### src/rtl/cmlb_refill_pkg.sv
// ============================================================================
//  Module      : cmlb_refill_pkg
//  Description : Shared constants and state encoding for the code-MLB refill
//                (miss handler) block and its timeout sub-module.
//  Revision    : 1.0 - initial release
// ============================================================================
`default_nettype none

// The translation payload width normally comes from the core's struct.sv.
// When this slice is built on its own the fallback below keeps it complete.
`ifndef cmlbData_width
`define cmlbData_width 64
`endif

package cmlb_refill_pkg;

   localparam int unsigned c_IP_WIDTH    = 65;
   localparam int unsigned c_DATA_WIDTH  = `cmlbData_width;
   localparam int unsigned c_TIMEOUT     = 1023;
   localparam int unsigned c_TIMER_WIDTH = 11;

   typedef enum logic [2:0] {
      ST_IDLE   = 3'd0,
      ST_REQ    = 3'd1,
      ST_WAIT   = 3'd2,
      ST_FILL   = 3'd3,
      ST_REPLAY = 3'd4,
      ST_FAULT  = 3'd5,
      ST_DRAIN  = 3'd6
   } state_t;

endpackage

`default_nettype wire

### src/rtl/cmlb_refill_timer.sv
// ============================================================================
//  Module      : cmlb_refill_timer
//  Description : Cycle counter used to bound the wait for a page-walk response.
//                Cleared on request, counts while enabled, and flags expiry
//                while enabled once the count has reached LIMIT.
//  Ports       : clk, rst      - clock / synchronous active-high reset
//                i_clear       - restart the count from zero
//                i_en          - count this cycle
//                o_expire      - count has reached LIMIT while enabled
//  Revision    : 1.0 - initial release
// ============================================================================
`default_nettype none

module cmlb_refill_timer #(
   parameter int unsigned WIDTH = 11,
   parameter int unsigned LIMIT = 1023
) (
   input  logic clk,
   input  logic rst,
   input  logic i_clear,
   input  logic i_en,
   output logic o_expire
);

   logic [WIDTH-1:0] r_cnt;
   logic             w_at_limit;

   assign w_at_limit = (r_cnt == WIDTH'(LIMIT));
   assign o_expire   = i_en & w_at_limit;

   // The count parks at LIMIT so it can never wrap back to a live value.
   always_ff @(posedge clk) begin
      if (rst) begin
         r_cnt <= '0;
      end else if (i_clear) begin
         r_cnt <= '0;
      end else if (i_en && !w_at_limit) begin
         r_cnt <= r_cnt + 1'b1;
      end
   end

endmodule

`default_nettype wire

### src/rtl/cmlb_refill.sv
// ============================================================================
//  Module      : cmlb_refill
//  Description : Code-MLB miss handler. Detects fetch-translation misses,
//                stalls fetch, issues one page-walk request (valid/ready),
//                writes the returned entry into the cmlb, then releases fetch
//                for replay. Walk faults become a one-cycle fault pulse.
//  Options     : CMLB_REFILL_TIMEOUT_EN - bound WAIT/DRAIN by TIMEOUT cycles
//                (WAIT expiry reports a fault, DRAIN expiry returns to idle).
//  Ports       : clk, rst                 - clock / sync active-high reset
//                i_lookup_*               - cmlb lookup of this cycle
//                i_flush                  - fetch redirect, cancels a miss
//                o_stall                  - fetch stall request
//                o_req_* / i_req_ready    - page-walk request handshake
//                i_rsp_*                  - page-walk response
//                o_mlb_*                  - cmlb write port / address mux
//                o_fault_valid/addr       - one-cycle fault report
//                o_miss_count             - saturating miss counter
//  Revision    : 1.0 - initial release
// ============================================================================
`default_nettype none

module cmlb_refill
   import cmlb_refill_pkg::*;
#(
   parameter int unsigned IP_WIDTH   = c_IP_WIDTH,
   parameter int unsigned DATA_WIDTH = c_DATA_WIDTH,
   parameter int unsigned TIMEOUT    = c_TIMEOUT
) (
   input  logic                  clk,
   input  logic                  rst,
   input  logic                  i_lookup_en,
   input  logic [IP_WIDTH-1:0]   i_lookup_addr,
   input  logic                  i_lookup_tr,
   input  logic                  i_lookup_hit,
   input  logic                  i_flush,
   output logic                  o_stall,
   output logic                  o_req_valid,
   input  logic                  i_req_ready,
   output logic [IP_WIDTH-1:0]   o_req_addr,
   output logic                  o_req_tr,
   input  logic                  i_rsp_valid,
   input  logic [DATA_WIDTH-1:0] i_rsp_data,
   input  logic                  i_rsp_fault,
   output logic                  o_mlb_wen,
   output logic [DATA_WIDTH-1:0] o_mlb_wdata,
   output logic [IP_WIDTH-1:0]   o_mlb_addr,
   output logic                  o_mlb_tr,
   output logic                  o_fault_valid,
   output logic [IP_WIDTH-1:0]   o_fault_addr,
   output logic [15:0]           o_miss_count
);

   state_t                r_state;
   state_t                w_next;
   logic [IP_WIDTH-1:0]   r_addr;
   logic                  r_tr;
   logic [DATA_WIDTH-1:0] r_data;
   logic [15:0]           r_miss_count;
   logic                  w_miss;
   logic                  w_expire;

   // A flush in the miss cycle wins: the lookup is being redirected anyway.
   assign w_miss = i_lookup_en & ~i_lookup_hit & ~i_flush;

`ifdef CMLB_REFILL_TIMEOUT_EN
   logic w_tmr_en;
   logic w_tmr_clr;

   assign w_tmr_en  = (r_state == ST_WAIT) | (r_state == ST_DRAIN);
   // Restart on every entry into a waiting state, including WAIT -> DRAIN.
   assign w_tmr_clr = ((w_next == ST_WAIT) | (w_next == ST_DRAIN)) & (w_next != r_state);

   cmlb_refill_timer #(
      .WIDTH (c_TIMER_WIDTH),
      .LIMIT (TIMEOUT)
   ) u_timer (
      .clk      (clk),
      .rst      (rst),
      .i_clear  (w_tmr_clr),
      .i_en     (w_tmr_en),
      .o_expire (w_expire)
   );
`else
   assign w_expire = 1'b0;
`endif

   always_comb begin
      w_next = r_state;
      case (r_state)
         ST_IDLE: begin
            if (w_miss) w_next = ST_REQ;
         end
         ST_REQ: begin
            // A walk already accepted must still be drained on flush.
            if (i_req_ready && i_flush)  w_next = ST_DRAIN;
            else if (i_flush)            w_next = ST_IDLE;
            else if (i_req_ready)        w_next = ST_WAIT;
         end
         ST_WAIT: begin
            if (i_flush && i_rsp_valid)  w_next = ST_IDLE;
            else if (i_flush)            w_next = ST_DRAIN;
            else if (i_rsp_valid)        w_next = i_rsp_fault ? ST_FAULT : ST_FILL;
            else if (w_expire)           w_next = ST_FAULT;
         end
         ST_FILL:   w_next = ST_REPLAY;
         ST_REPLAY: w_next = ST_IDLE;
         ST_FAULT:  w_next = ST_IDLE;
         ST_DRAIN: begin
            if (i_rsp_valid || w_expire) w_next = ST_IDLE;
         end
         default:   w_next = ST_IDLE;
      endcase
   end

   always_ff @(posedge clk) begin
      if (rst) begin
         r_state      <= ST_IDLE;
         r_addr       <= '0;
         r_tr         <= 1'b0;
         r_data       <= '0;
         r_miss_count <= '0;
      end else begin
         r_state <= w_next;
         if (r_state == ST_IDLE && w_miss) begin
            r_addr <= i_lookup_addr;
            r_tr   <= i_lookup_tr;
            if (r_miss_count != 16'hFFFF) r_miss_count <= r_miss_count + 16'd1;
         end
         if (r_state == ST_WAIT && i_rsp_valid && !i_rsp_fault && !i_flush) begin
            r_data <= i_rsp_data;
         end
      end
   end

   assign o_stall       = (r_state != ST_IDLE) | w_miss;
   assign o_req_valid   = (r_state == ST_REQ);
   assign o_req_addr    = r_addr;
   assign o_req_tr      = r_tr;
   assign o_mlb_wen     = (r_state == ST_FILL);
   assign o_mlb_wdata   = r_data;
   // The cmlb address port is borrowed only for the single fill cycle.
   assign o_mlb_addr    = (r_state == ST_FILL) ? r_addr : i_lookup_addr;
   assign o_mlb_tr      = (r_state == ST_FILL) ? r_tr   : i_lookup_tr;
   assign o_fault_valid = (r_state == ST_FAULT);
   assign o_fault_addr  = r_addr;
   assign o_miss_count  = r_miss_count;

endmodule

`default_nettype wire
### config.mk
export PLATFORM = sky130hd
export DESIGN_NAME = cmlb_refill
export DESIGN_NICKNAME = d
export VERILOG_FILES = /design/src/rtl/cmlb_refill_pkg.sv /design/src/rtl/cmlb_refill_timer.sv /design/src/rtl/cmlb_refill.sv
export SDC_FILE = /design/constraint.sdc
export NUM_CORES = 1
export LEC_CHECK = 0
export CORE_AREA = 2 2 163 165
export CTS_CLUSTER_DIAMETER = 60
export DETAILED_ROUTE_END_ITERATION = 7
export DIE_AREA = 0 0 165 167
export GPL_TIMING_DRIVEN = 0
export PLACE_DENSITY = 0.63
export SYNTH_ARGS = -nofsm -noshare
export SYNTH_HDL_FRONTEND = slang
export SYNTH_SLANG_ARGS = --single-unit
### constraint.sdc
create_clock -name clk -period 1.76 [get_ports clk]
set_input_delay 0.352 -clock clk [delete_from_list [all_inputs] [get_ports clk]]
set_output_delay 0.352 -clock clk [all_outputs]
set_load 0.1 [all_outputs]
Yosys cells after proc, flatten, opt, wreduce, memory -nomap -nowiden
Index checks and enable logic that the tools add are counted.
{"block": "word_totals", "register_bits": 149, "latchBits": 0, "ram_bits": 0, "rom_bits": 0, "inputBits": 138, "output_inout_bits": 281, "elab_cells": 45, "n_memories": 0}
{"block": "op_classes", "add_sub_neg": 1, "mul": 0, "div_mod_pow": 0, "n_lt_le_gt_ge": 0, "n_eq_ne": 10, "shift": 0, "muxes": 12, "bitwise_logic": 5, "reduce_logical": 12}
{"op": "2-to-1 mux 65 bit", "n": 1}
{"op": "2-to-1 mux 3 bit", "n": 9}
{"op": "adder 16 x 1 -> 16 bit (second input constant)", "n": 1}
{"op": "inequality test 16 bit (second input constant)", "n": 1}
{"op": "case mux 3 bit (5 select lines)", "n": 1}
{"op": "equality test 3 x 2 -> 1 bit (second input constant)", "n": 2}
{"op": "equality test 3 bit (second input constant)", "n": 2}
{"op": "logical AND 1 bit", "n": 6}
{"op": "inequality test 2 bit (second input constant)", "n": 2}
{"op": "inequality test 4 x 2 -> 1 bit (second input constant)", "n": 1}
{"op": "inequality test 4 bit (second input constant)", "n": 1}
{"op": "AND reduction 4 bit", "n": 1}
{"op": "equality test 3 x 1 -> 1 bit (second input constant)", "n": 1}
{"op": "zero test 3 bit", "n": 1}
{"op": "nonzero test 3 bit", "n": 1}
{"op": "bitwise AND 1 bit", "n": 2}
{"op": "zero test 1 bit", "n": 2}
{"op": "NOT 1 bit", "n": 2}
{"op": "AND reduction 2 bit", "n": 1}
{"op": "2-to-1 mux 1 bit", "n": 1}
{"op": "OR 1 bit", "n": 1}

Depth between registers and ports, before layout
{"block": "depth", "depth_word": 5, "mapped_depth": 8, "ltp_nobuf": 5}

Worst setup path before layout
No wires, ideal clock.
{"block": "synth_path", "path_type": "register to output", "start": "register r_state[1]", "end": "output port o_fault_valid", "t_arrival_ns": 2.742, "t_required_ns": 1.408, "slack_ns": -1.334, "stages_incl_launch_ff": 3, "n_path_buf": 1, "path_cell_list": "dfxtp_1 -> clkbuf_1 -> nor3b_1"}
{"block": "synth_between", "elab_chain_len": 1}
{"element": "start: declaration", "line": "cmlb_refill.sv:53", "rtl": "state_t r_state;"}
{"element": "start signal: assignment", "line": "cmlb_refill.sv:123", "rtl": "r_state <= w_next;"}
{"element": "equality test 3 bit", "line": "cmlb_refill.sv:144", "rtl": "assign o_fault_valid = (r_state == ST_FAULT);"}
{"element": "end: declaration", "line": "cmlb_refill.sv:48", "rtl": "output logic o_fault_valid,"}
No other way between the ends.

Worst setup path in the final report
{"block": "layout_path", "start": "register r_state[2]", "end": "output port o_mlb_addr[44]"}
{"block": "layout_between", "elab_chain_len": 2}
{"element": "equality test 3 x 2 -> 1 bit", "line": "cmlb_refill.sv:142", "rtl": "assign o_mlb_addr = (r_state == ST_FILL) ? r_addr : i_lookup_addr;"}
{"element": "2-to-1 mux 65 bit", "line": "cmlb_refill.sv:142"}
{"element": "end: declaration", "line": "cmlb_refill.sv:46", "rtl": "output logic [IP_WIDTH-1:0] o_mlb_addr,"}
No other way between the ends.

==> metrics <==
via count 8359; routed wire length roughly 33000 um; Worst-Skew Late Latency about 0.42 ns; Initial Util between 20% and 30%; sequential share of power 34.2%; worst slew pin tran approximately 0.71 ns; Synth Instances 978; required time worst endpoint about 1.4 ns; die width ~170 um; worst setup margin -0.562 ns; period utilisation layout 132%; sequential area share after synthesis between 40% and 50%; share of cells above drive strength 1 approximately 52%; initial antenna violation count 2; largest net degree at the start of global routing 17; First-pass DRT Iterations 5; Post-Syn Area 0.00685 mm2; NetSw between 0.003 and 0.004 W; setup_tns -33.54 ns; TritonCTS Sinks 149; Non-Filler Instances 1800; vias per cell around 4.6; placed cells around 1700; Antenna Diode Count 0; first-pass GRT wire length around 48000 um; Hold Crit Class in2reg; ANT nets after route 0; leak pwr approximately 6.5 nW; Worst EP arrival between 1.5 and 2 ns; met1 Usage GRT 24.8%; Cell Rows ~60; Placer Congestion a little under 0.8; post-synth net total 1117; clk buf depth 2; GRT Util Overall a little under a quarter; largest family of logic cells by synthesized area simple AND/OR/NAND/NOR gates; Comb pwr share 29.7%; worst flop-to-flop path endpoint o_miss_count[11]$_SDFFE_PP0P_; area of the core approximately 0.026 mm2; met2 Resource Use GR between 40% and 50%; FF-to-FF path depth 7; final net count roughly 1600; PortBufs roughly 420; pwr dens 668 mW/mm2; Post-Synth Simple-Gate Area 31.6%; worst hold path depth 4; status finished, violations left; Final min period 2.32 ns; synth warn 0; maximum net fanout on the critical path 6; Die ar. 0.0276 mm2; commonest non-fill, non-tap cells in the layout 273 x nand2_1, 140 x a21oi_1, 135 x buf_4, 133 x clkdlybuf4s50_1, 126 x clkbuf_2; design area 0.0154 mm2; detailed router's first-iteration violation count between 300 and 400; Worst VDD drop between 500 and 600 uV; CTS Buf Count 17; fmax 0.431 GHz; Critical Path Sink Type output port; Post-Synth Adder-Cell Area 0.183%; Synth top area share a little over two fifths; reg2reg start r_state[2]$_SDFFE_PP0P_; final hold vios 0; Int Power 0.00646 W; slew margin rel. 52.5%; half-perimeter wire length after placement about 23000 um; largest cells by area after synthesis dfxtp_1 44%, nand2_1 26%, a21oi_1 10%, buf_4 7.3%, clkbuf_1 2.5%; vias in the first global route 8094; DR WL/cell between 15 and 20 um; max cap viols 0; GRT Max-Usage Layer met2; CTS tree built; htree depth 4; post-synthesis cell type count 42; total congestion overflow 0; r2r setup slk -0.01 ns; Synth Area in XOR/XNOR 0%; hold_sp i_flush; failing checks negative setup slack; syn_area_per_cell 7.00 um2; switch share a little under two fifths; startpoint types flop; Compound-Gate Fraction of Synth Area between 10 and 15%; Die Ht ~170 um; DP Area 0.0127 mm2; # setup viols final 70; hold worst-path end r_state[0]$_SDFFE_PP0P_; CP Class reg2out; Clk pwr share a little over a third; CTS hold repair buffers 0; post-synthesis register bit count ~150; I/O pin cnt approximately 420; area grow syn2layout 125%; max-slew violations 0; commonest non-fill, non-tap cell in the layout nand2_1; root buffer cell clkbuf_16; multiplexer share of the synthesized area 0.950%; Remaining DRCs 0; Setup Skew between 0.01 and 0.015 ns; unrepaired setup endpoints after global routing yes; Yosys top cell by area dfxtp_1; Clock transition at path regs 0.07 ns; GR met3 Demand/Resource under 10%
-- routing by layer --
metal  vias to the layer above  routed length (um)
met1                      3922               12000
met5                         -                  13
met2                       324               17100
met4                         2                 844
li1                       4069                   -
met3                        42                2860
-- registers in the layout, indices dropped and copies added (netlist names) --
| signal | cells |
|---|---|
| o_mlb_wdata | 64 |
| o_fault_addr | 65 |
| o_req_tr | 1 |
| o_miss_count | 16 |
| r_state | 3 |
-- worst max path at each step --
stage               cells past startpoint              to                    start  slack [ns]
finish                                  8  o_mlb_addr[44]  r_state[2]$_SDFFE_PP0P_       -0.56
global route                            8  o_mlb_addr[44]  r_state[2]$_SDFFE_PP0P_       -0.66
CTS                                     8  o_mlb_addr[44]  r_state[2]$_SDFFE_PP0P_       -0.61
detailed placement                      7  o_mlb_addr[44]  r_state[2]$_SDFFE_PP0P_       -1.49
global placement                        7  o_mlb_addr[44]  r_state[2]$_SDFFE_PP0P_       -1.47
floorplan                               2   o_fault_valid  r_state[1]$_SDFFE_PP0P_       -0.35
-- cell type report --
| class | count | area [um2] |
|---|---|---|
| inverter | 4 | 15.0 |
| timing repair buffer | 459 | 4640 |
| tap | 335 | 419 |
| clock inverter | 15 | 159 |
| sequential | 149 | 3130 |
| buffer | 124 | 1040 |
| clock buffer | 17 | 425 |
| multi-input combinational | 697 | 5600 |
| fill | 2190 | 10300 |
-- timing repair --
item | 4_1_cts | 5_1_grt
gates cloned | 10 | 1
setup buffers | 21 | 17
endpoints found under the setup margin | 416 | 360
resized for setup | 995 | 543
pin swaps | 30 | 86
-- kinds of logic (layout without fill, tap and decap cells) --
logic type               Yosys count  in the layout
AND/OR/NAND/NOR                  527            528
AO/OA/AOI/OAI                    162            162
flip-flops                       149            149
buffers and inverters            133            619
multiplexers                       6              6
adder cells (fa/ha/maj)            1              1
-- cells in the mapped netlist --
master,n
nor2_1,7
nand3_1,4
and4_1,1
a21o_1,1
o211ai_1,2
o21ai_0,6
dfxtp_1,149
buf_1,3
o32ai_1,1
nor3_1,3
nor3b_1,2
a211oi_1,1
inv_1,4
or3_1,5
buf_2,13
nand2b_1,4
or4_1,3
and3b_1,2
ha_1,1
nor2b_1,7
clkbuf_1,45
mux2_2,4
nor3b_4,1
o31ai_1,3
nand4_1,5
a21oi_1,143
buf_4,67
or2_2,1
o41ai_1,1
nor4_1,4
a311oi_1,2
and2_1,2
nand4_4,1
buf_6,1
o311ai_0,1
a211o_1,1
and3_1,3
nor3_4,1
nand3b_1,2
mux2i_1,2
nor4b_1,2
nand2_1,467
-- power groups by stage --
stage | clock network (W) | registers, W | logic [W]
2_1_floorplan | 0 | 0.00394 | 0.00152
3_3_place_gp | 0 | 0.00357 | 0.00271
3_5_place_dp | 0 | 0.00357 | 0.00272
4_1_cts | 0.00379 | 0.00351 | 0.00299
5_1_grt | 0.00395 | 0.00354 | 0.00316
6_report | 0.00372 | 0.00353 | 0.00306
-- per-stage QoR --
step                util (%)  setup WS, ns  power (W)  hold slack (ns)
floorplan                  -        -0.351    0.00546            0.481
global placement        49.4         -1.47    0.00628            0.441
detailed placement      49.4         -1.49    0.00629            0.447
CTS                     58.8        -0.610     0.0103            0.264
global route            59.9        -0.664     0.0107            0.276
finish                  59.9        -0.562     0.0103            0.280
-- critical path, stage by stage, from the launching register on --
cell and delay, ns:
dfxtp_4 0.34, nand3b_1 0.26, inv_2 0.19, clkbuf_16 0.19, buf_12 0.12, buf_12 0.16, nand2_8 0.07, nand2_8 0.05
buf_12 0.17
Note: power is estimated with default switching activity, not from simulation.
